**src/rtl/fifo_ctrl_pkg.sv**
```systemverilog
// rtl/fifo_ctrl_pkg.sv - shared types and default sizes for the byte FIFO controller
package fifo_ctrl_pkg;

   // Read-side sequencer states
   typedef enum logic [1:0] {
      ST_IDLE    = 2'd0,
      ST_ISSUE   = 2'd1,
      ST_CAPTURE = 2'd2,
      ST_HOLD    = 2'd3
   } rd_state_t;

   localparam int DEF_DEPTH     = 32768;
   localparam int DEF_LW        = 15;
   localparam int DEF_AF_THRESH = 32000;

endpackage

```
**src/rtl/fifo_ctrl_rr_arb2.sv**
```systemverilog
// rtl/fifo_ctrl_rr_arb2.sv - two-way round-robin arbiter with eligibility inputs
module rr_arb2 (
   input  logic i_elig0,
   input  logic i_elig1,
   input  logic i_pri1,
   output logic o_gnt0,
   output logic o_gnt1,
   output logic o_pri1_nxt
);

   // Pick a winner; on contention the requester not served last wins, and priority flips after every grant
   always_comb begin
      o_gnt0     = 1'b0;
      o_gnt1     = 1'b0;
      o_pri1_nxt = i_pri1;
      if (i_elig0 && i_elig1) begin
         if (i_pri1) begin
            o_gnt1     = 1'b1;
            o_pri1_nxt = 1'b0;
         end else begin
            o_gnt0     = 1'b1;
            o_pri1_nxt = 1'b1;
         end
      end else if (i_elig0) begin
         o_gnt0     = 1'b1;
         o_pri1_nxt = 1'b1;
      end else if (i_elig1) begin
         o_gnt1     = 1'b1;
         o_pri1_nxt = 1'b0;
      end
   end

endmodule

```
**src/rtl/fifo_ctrl.sv**
```systemverilog
// rtl/fifo_ctrl.sv - write arbiter, read sequencer and occupancy tracker for the shared byte FIFO (option: FIFO_CTRL_WATERMARK_EN)
module fifo_ctrl
   import fifo_ctrl_pkg::*;
#(
   parameter int DEPTH     = DEF_DEPTH,
   parameter int LW        = DEF_LW,
   parameter int AF_THRESH = DEF_AF_THRESH
) (
   input  logic          clock,
   input  logic          sclr,
   input  logic          flush,
   input  logic          wr0_req,
   input  logic [7:0]    wr0_data,
   output logic          wr0_ack,
   input  logic          wr1_req,
   input  logic [7:0]    wr1_data,
   output logic          wr1_ack,
   output logic          rd_valid,
   output logic [7:0]    rd_data,
   input  logic          rd_ready,
   output logic [7:0]    fifo_data,
   output logic          fifo_wrreq,
   output logic          fifo_rdreq,
   output logic          fifo_sclr,
   input  logic [7:0]    fifo_q,
   input  logic          fifo_empty,
   input  logic          fifo_full,
   output logic [LW-1:0] level,
`ifdef FIFO_CTRL_WATERMARK_EN
   output logic          almost_full,
`endif
   output logic          err
);

   // One extra bit so the count can represent a completely full FIFO when DEPTH == 2**LW
   localparam int CW = LW + 1;
   localparam logic [CW-1:0] C_DEPTH   = CW'(DEPTH);
   localparam logic [CW-1:0] C_LVL_MAX = CW'((2 ** LW) - 1);

   logic [CW-1:0] r_level;
   logic [CW-1:0] w_level_nxt;
   logic          r_ack0, r_ack1, r_wrreq, r_fsclr, r_pri1;
   logic [7:0]    r_fdata;
   rd_state_t     r_state;
   logic          r_rdreq, r_rd_valid;
   logic [7:0]    r_rd_data;
   logic          r_err;
   logic          w_room, w_elig0, w_elig1;
   logic          w_gnt0, w_gnt1, w_grant, w_pri1_nxt;

   // A read hitting the FIFO this cycle frees a slot before the granted write lands next cycle
   assign w_room  = (r_level < C_DEPTH) || r_rdreq;
   assign w_elig0 = wr0_req && !r_ack0 && w_room && !flush;
`ifdef FIFO_CTRL_WATERMARK_EN
   logic r_af;
   assign w_elig1 = wr1_req && !r_ack1 && w_room && !flush && !r_af;
`else
   assign w_elig1 = wr1_req && !r_ack1 && w_room && !flush;
`endif

   rr_arb2 u_arb (
      .i_elig0    (w_elig0),
      .i_elig1    (w_elig1),
      .i_pri1     (r_pri1),
      .o_gnt0     (w_gnt0),
      .o_gnt1     (w_gnt1),
      .o_pri1_nxt (w_pri1_nxt)
   );

   assign w_grant = w_gnt0 || w_gnt1;

   // Occupancy moves +1 per granted write and -1 per read strobe; both together cancel
   always_comb begin
      w_level_nxt = r_level;
      if (w_grant && !r_rdreq) begin
         w_level_nxt = r_level + CW'(1);
      end else if (!w_grant && r_rdreq) begin
         w_level_nxt = r_level - CW'(1);
      end
   end

   // Write side: acks, FIFO write strobe/data, round-robin pointer, occupancy and soft clear
   always_ff @(posedge clock) begin
      if (sclr) begin
         r_ack0  <= 1'b0;
         r_ack1  <= 1'b0;
         r_wrreq <= 1'b0;
         r_fdata <= 8'h00;
         r_fsclr <= 1'b0;
         r_pri1  <= 1'b0;
         r_level <= '0;
      end else if (flush) begin
         r_ack0  <= 1'b0;
         r_ack1  <= 1'b0;
         r_wrreq <= 1'b0;
         r_fsclr <= 1'b1;
         r_level <= '0;
      end else begin
         r_ack0  <= w_gnt0;
         r_ack1  <= w_gnt1;
         r_wrreq <= w_grant;
         r_fsclr <= 1'b0;
         r_pri1  <= w_pri1_nxt;
         r_level <= w_level_nxt;
         if (w_grant) begin
            r_fdata <= w_gnt1 ? wr1_data : wr0_data;
         end
      end
   end

   // Read sequencer: strobe the FIFO, capture its registered output, then hold it for the consumer
   always_ff @(posedge clock) begin
      if (sclr) begin
         r_state    <= ST_IDLE;
         r_rdreq    <= 1'b0;
         r_rd_valid <= 1'b0;
         r_rd_data  <= 8'h00;
      end else if (flush) begin
         r_state    <= ST_IDLE;
         r_rdreq    <= 1'b0;
         r_rd_valid <= 1'b0;
      end else begin
         case (r_state)
            ST_IDLE: begin
               if (r_level != '0) begin
                  r_state <= ST_ISSUE;
                  r_rdreq <= 1'b1;
               end
            end
            ST_ISSUE: begin
               r_rdreq <= 1'b0;
               r_state <= ST_CAPTURE;
            end
            ST_CAPTURE: begin
               r_rd_data  <= fifo_q;
               r_rd_valid <= 1'b1;
               r_state    <= ST_HOLD;
            end
            ST_HOLD: begin
               // Going straight back to ISSUE keeps a streaming consumer at one byte per three cycles
               if (rd_ready) begin
                  r_rd_valid <= 1'b0;
                  if (r_level != '0) begin
                     r_state <= ST_ISSUE;
                     r_rdreq <= 1'b1;
                  end else begin
                     r_state <= ST_IDLE;
                  end
               end
            end
            default: begin
               r_state <= ST_IDLE;
               r_rdreq <= 1'b0;
            end
         endcase
      end
   end

   // Sticky flag for any strobe that the FIFO flags would have refused
   always_ff @(posedge clock) begin
      if (sclr || flush) begin
         r_err <= 1'b0;
      end else begin
         r_err <= r_err || (r_wrreq && fifo_full) || (r_rdreq && fifo_empty);
      end
   end

`ifdef FIFO_CTRL_WATERMARK_EN
   // Watermark follows the occupancy register so both change on the same edge
   always_ff @(posedge clock) begin
      if (sclr || flush) begin
         r_af <= 1'b0;
      end else begin
         r_af <= (w_level_nxt >= CW'(AF_THRESH));
      end
   end
   assign almost_full = r_af;
`endif

   assign wr0_ack    = r_ack0;
   assign wr1_ack    = r_ack1;
   assign fifo_wrreq = r_wrreq;
   assign fifo_data  = r_fdata;
   assign fifo_rdreq = r_rdreq;
   assign fifo_sclr  = r_fsclr;
   assign rd_valid   = r_rd_valid;
   assign rd_data    = r_rd_data;
   assign err        = r_err;
   // Reported level saturates at the all-ones code when the FIFO is exactly full and DEPTH == 2**LW
   assign level      = (r_level > C_LVL_MAX) ? {LW{1'b1}} : r_level[LW-1:0];

endmodule

```
**config.mk**
```make
export PLATFORM = sky130hd
export DESIGN_NAME = fifo_ctrl
export DESIGN_NICKNAME = d
export VERILOG_FILES = /design/src/rtl/fifo_ctrl_pkg.sv /design/src/rtl/fifo_ctrl_rr_arb2.sv /design/src/rtl/fifo_ctrl.sv
export SDC_FILE = /design/constraint.sdc
export NUM_CORES = 1
export LEC_CHECK = 0
export CAP_MARGIN = 10
export CELL_PAD_IN_SITES_DETAIL_PLACEMENT = 1
export CELL_PAD_IN_SITES_GLOBAL_PLACEMENT = 2
export CORE_ASPECT_RATIO = 1.25
export CORE_UTILIZATION = 31
export DETAILED_ROUTE_END_ITERATION = 8
export GPL_TIMING_DRIVEN = 0
export HOLD_SLACK_MARGIN = 0.12
export PLACE_DENSITY = 0.95
export SLEW_MARGIN = 20
export SYNTH_ARGS = -nofsm -noshare
export SYNTH_HDL_FRONTEND = slang
export SYNTH_SLANG_ARGS = --single-unit
export TNS_END_PERCENT = 10
```
**constraint.sdc**
```tcl
create_clock -name clock -period 12 [get_ports clock]
set_input_delay 3.6 -clock clock [delete_from_list [all_inputs] [get_ports clock]]
set_output_delay 3.6 -clock clock [all_outputs]
set_load 0.01 [all_outputs]
```
==> run summary <==
run status - finished, final reports clean
Synth top area share - 31.31%
# clock sinks - 42
max-cap violations - 0
number of clock buffers inserted by TritonCTS - 5
leading cell type in the layout, fill and taps excluded - sky130_fd_sc_hd__clkdlybuf4s50_1
largest voltage drop on the vdd net - 0.00004960 V
cell at the slowest stage of the critical path - sky130_fd_sc_hd__ha_1
number of hold-slack violations in the final timing report - 0
worst slew slack as a fraction of its limit - 50.10%
YS warnings - 0
number of flops mapped to enable cells by yosys - 0
per-cell via count in the routed design - 5.212
net count after synthesis - 371
Min Clock Period, post-route - 7.327 ns
Die X-Extent - 85.24 um
overall track demand over capacity in global routing - 18.19%
sequential area share after synthesis - 31.31%
Crit Reg-Reg Endpoint - r_level[13]$_SDFFE_PP0P_
routability congestion estimate - 0.8180
Cell Chain, Critical Path - clkdlybuf4s50_1 > nor2b_1 > nand2b_1 > nand2_1 > nor2_2 > buf_2 > ha_1 > inv_1 > ha_1 > a21oi_1 > o22ai_1 > or3b_1 > o221ai_1 > mux2i_1 > nand2_1
CP peak stage delay - 0.46 ns
met3 GRT Util - 4.503%
Initial DRC Count - 105
post-synth design cell area - 2685 um^2
cell at the root of the clock tree - sky130_fd_sc_hd__clkbuf_8
Layout Area Growth over Synthesis - 33.97%
CTS H-tree lvls - 2
Final #Nets - 446
maximum buffer depth of the clock tree - 2
routed via count - 2533
r2r startpoint - wr1_ack$_SDFF_PP0_
count of boundary I/O pins - 70
Max Fanout on Critical Path - 20
placed wire-length estimate after detailed placement - 6089 um
Switching Share - 41.52%
power density relative to cell area - 198.7 nW/um^2
primary flip-flop cell chosen by synthesis mapping - sky130_fd_sc_hd__dfxtp_1
share of final-layout standard cells stronger than drive strength 1 - 9.254%
GR Overflow Total - 0
Leak - 0.001455 uW
Hold Crit Depth - 2
Worst Path Class, Setup - input port to flop
number of instances in the synthesized netlist - 313
total die area - 9040 um^2
clock input transition at the sequential cells of the worst setup and hold paths - 0.09 ns
asr flop ratio synth - 0%
met2 usage in global routing - 33.12%
top library cells by usage in the layout, fill and taps aside - sky130_fd_sc_hd__clkdlybuf4s50_1, sky130_fd_sc_hd__dfxtp_1, sky130_fd_sc_hd__nor2_1, sky130_fd_sc_hd__ha_1, sky130_fd_sc_hd__a21oi_1
Synth area leader - sky130_fd_sc_hd__dfxtp_1
number of antenna violations at the first check in global routing - 0
CTS tree - yes
Port Buffer Count - 68
global routing's busiest layer - met2
unrepaired setup endpoints after global routing - false
post-synthesis area per instance - 8.579 um^2
row count - 37
final setup violating endpoints - 0
number of detailed-route iterations in the first pass - 4
CP Capture Type - flop
clock share of power - 16.4%
distinct cell type count after synthesis - 49
post-detailed-placement cell area - 3487 um^2
element type at the critical path start - input port
wire length of the first global-routing pass - 13000 um
global routing usage on met1 - 20.85%
type of the most critical hold path - flop to flop
fraction of power consumed by combinational cells - 58.1%
per-cell routed wire length - 16.17 um
endpoint arrival time on the critical path - 7.53 ns
Clk Latency, worst-skew pair - 0.31 ns
Sum Neg Setup Slack - 0 ns
final max-slew violation count - 0
flop and latch count out of synthesis - 42
transition time of the tightest slew-check pin - 0.7477 ns
capturing instance or port of the critical path - r_level[13]$_SDFFE_PP0P_
initial standard-cell utilization of the core - 32.22%
antenna fix cells - 0
crit path launch - wr1_req
number of global-route vias before repair - 2690
final standard cell utilization of the core - 43.17%
largest net degree at the start of global routing - 21
cts repair resizes - 0
WP data required - 12.20 ns
Post CTS Setup Buffer Count - 0
cell depth of the worst flop-to-flop path - 14
number of remaining DRC errors - 0
Die H - 106.1 um
overall routed net length - 7858 um
Setup WS pre-CTS - 4.353 ns
flop-to-flop setup slack - 8.12 ns
fraction of power consumed by sequential logic - 25.5%
total core area - 8333 um^2
hold bufs inserted after CTS - 0
share of the cycle needed by the critical path after routing - 61.06%
number of nets with antenna violations after detailed routing - 0
P_int - 418.1 uW
final instance area - 3597 um^2
final setup margin - 4.673 ns
main area contributors after synthesis - sky130_fd_sc_hd__dfxtp_1, sky130_fd_sc_hd__ha_1, sky130_fd_sc_hd__mux2i_1
Post-Route Skew - 0.003916 ns
sw power - 296.8 uW
fmax - 136.5 MHz
==> power groups by stage <==
stage / clock network, uW / registers (uW) / logic, uW
final: 117 / 182 / 416
after global routing: 126 / 185 / 460
after CTS: 119 / 182 / 418
after detailed placement: 0 / 185 / 416
after global placement: 0 / 184 / 406
after floorplan: 0 / 182 / 277
==> metal layers <==
layer / routed length (um) / up-vias / part of all wire [%]
li1: - / 1262 / -
met1: 3374 / 1201 / 43
met2: 3985 / 64 / 51
met3: 406 / 6 / 5.2
met4: 91 / 0 / 1.2
met5: 0 / - / 0
==> worst max-delay path: cells and delay by family <==
family,cells,cell delay (ns)
mux,1,0.23
simple gates,6,1.14
fa+ha+maj,2,0.73
buf+inv,3,1.11
compound gates,3,0.71
==> cell type report <==
type	instances	area (um^2)
clock buffer	6	72.57
tap	97	121.4
timing repair buffer	68	680.7
fill	1009	4736
inverter	8	30.03
buffer	15	88.84
clock inverter	2	37.54
sequential	42	840.8
multi-input combinational	248	1725
==> cells in the mapped netlist (all sizes together) (7+ instances only) <==
library cell,instances
clkbuf,10
nor4,7
ha,25
or2,16
o21ai,14
nand3,10
dfxtp,42
inv,8
mux2i,20
nand2,17
nor2,38
a211oi,11
a21oi,24
==> logic make-up (layout without fill, tap and decap cells) <==
family                   Yosys count  after routing  share of synthesized area (%)
flip-flops                        42             42                          31.31
multiplexers                      21             21                          7.875
XOR/XNOR                          10             10                          3.262
AO/OA/AOI/OAI                     71             71                          17.34
buffers and inverters             23             99                          4.427
adder cells (fa/ha/maj)           26             26                          12.40
AND/OR/NAND/NOR                  120            120                          23.39
==> worst min-delay path by stage <==
stage	slack, ns	from	end
6_report	0.50	rd_valid$_SDFFE_PP0P_	rd_valid$_SDFFE_PP0P_
5_1_grt	0.54	r_pri1$_SDFFE_PP0P_	r_pri1$_SDFFE_PP0P_
4_1_cts	0.50	r_pri1$_SDFFE_PP0P_	r_pri1$_SDFFE_PP0P_
3_5_place_dp	0.48	r_pri1$_SDFFE_PP0P_	r_pri1$_SDFFE_PP0P_
3_3_place_gp	0.46	r_pri1$_SDFFE_PP0P_	r_pri1$_SDFFE_PP0P_
2_1_floorplan	0.45	r_pri1$_SDFFE_PP0P_	r_pri1$_SDFFE_PP0P_
==> registers in the layout (all words and copies together) (netlist names) <==
signal      cells
r_pri1          1
fifo_rdreq      1
err             1
fifo_sclr       1
rd_data         8
fifo_wrreq      1
wr0_ack         1
rd_valid        1
fifo_data       8
r_level        16
r_state         2
wr1_ack         1
==> per-stage QoR <==
step / hold WS [ns] / total power [uW] / std cells
after floorplan: 0.4504 / 458.6 / 313
after global placement: 0.4577 / 590.1 / 478
after detailed placement: 0.4843 / 601.2 / 478
after CTS: 0.5033 / 718.7 / 486
after global routing: 0.5380 / 771.3 / 486
final: 0.5038 / 714.8 / 486
(Power assumes the default switching activity.)
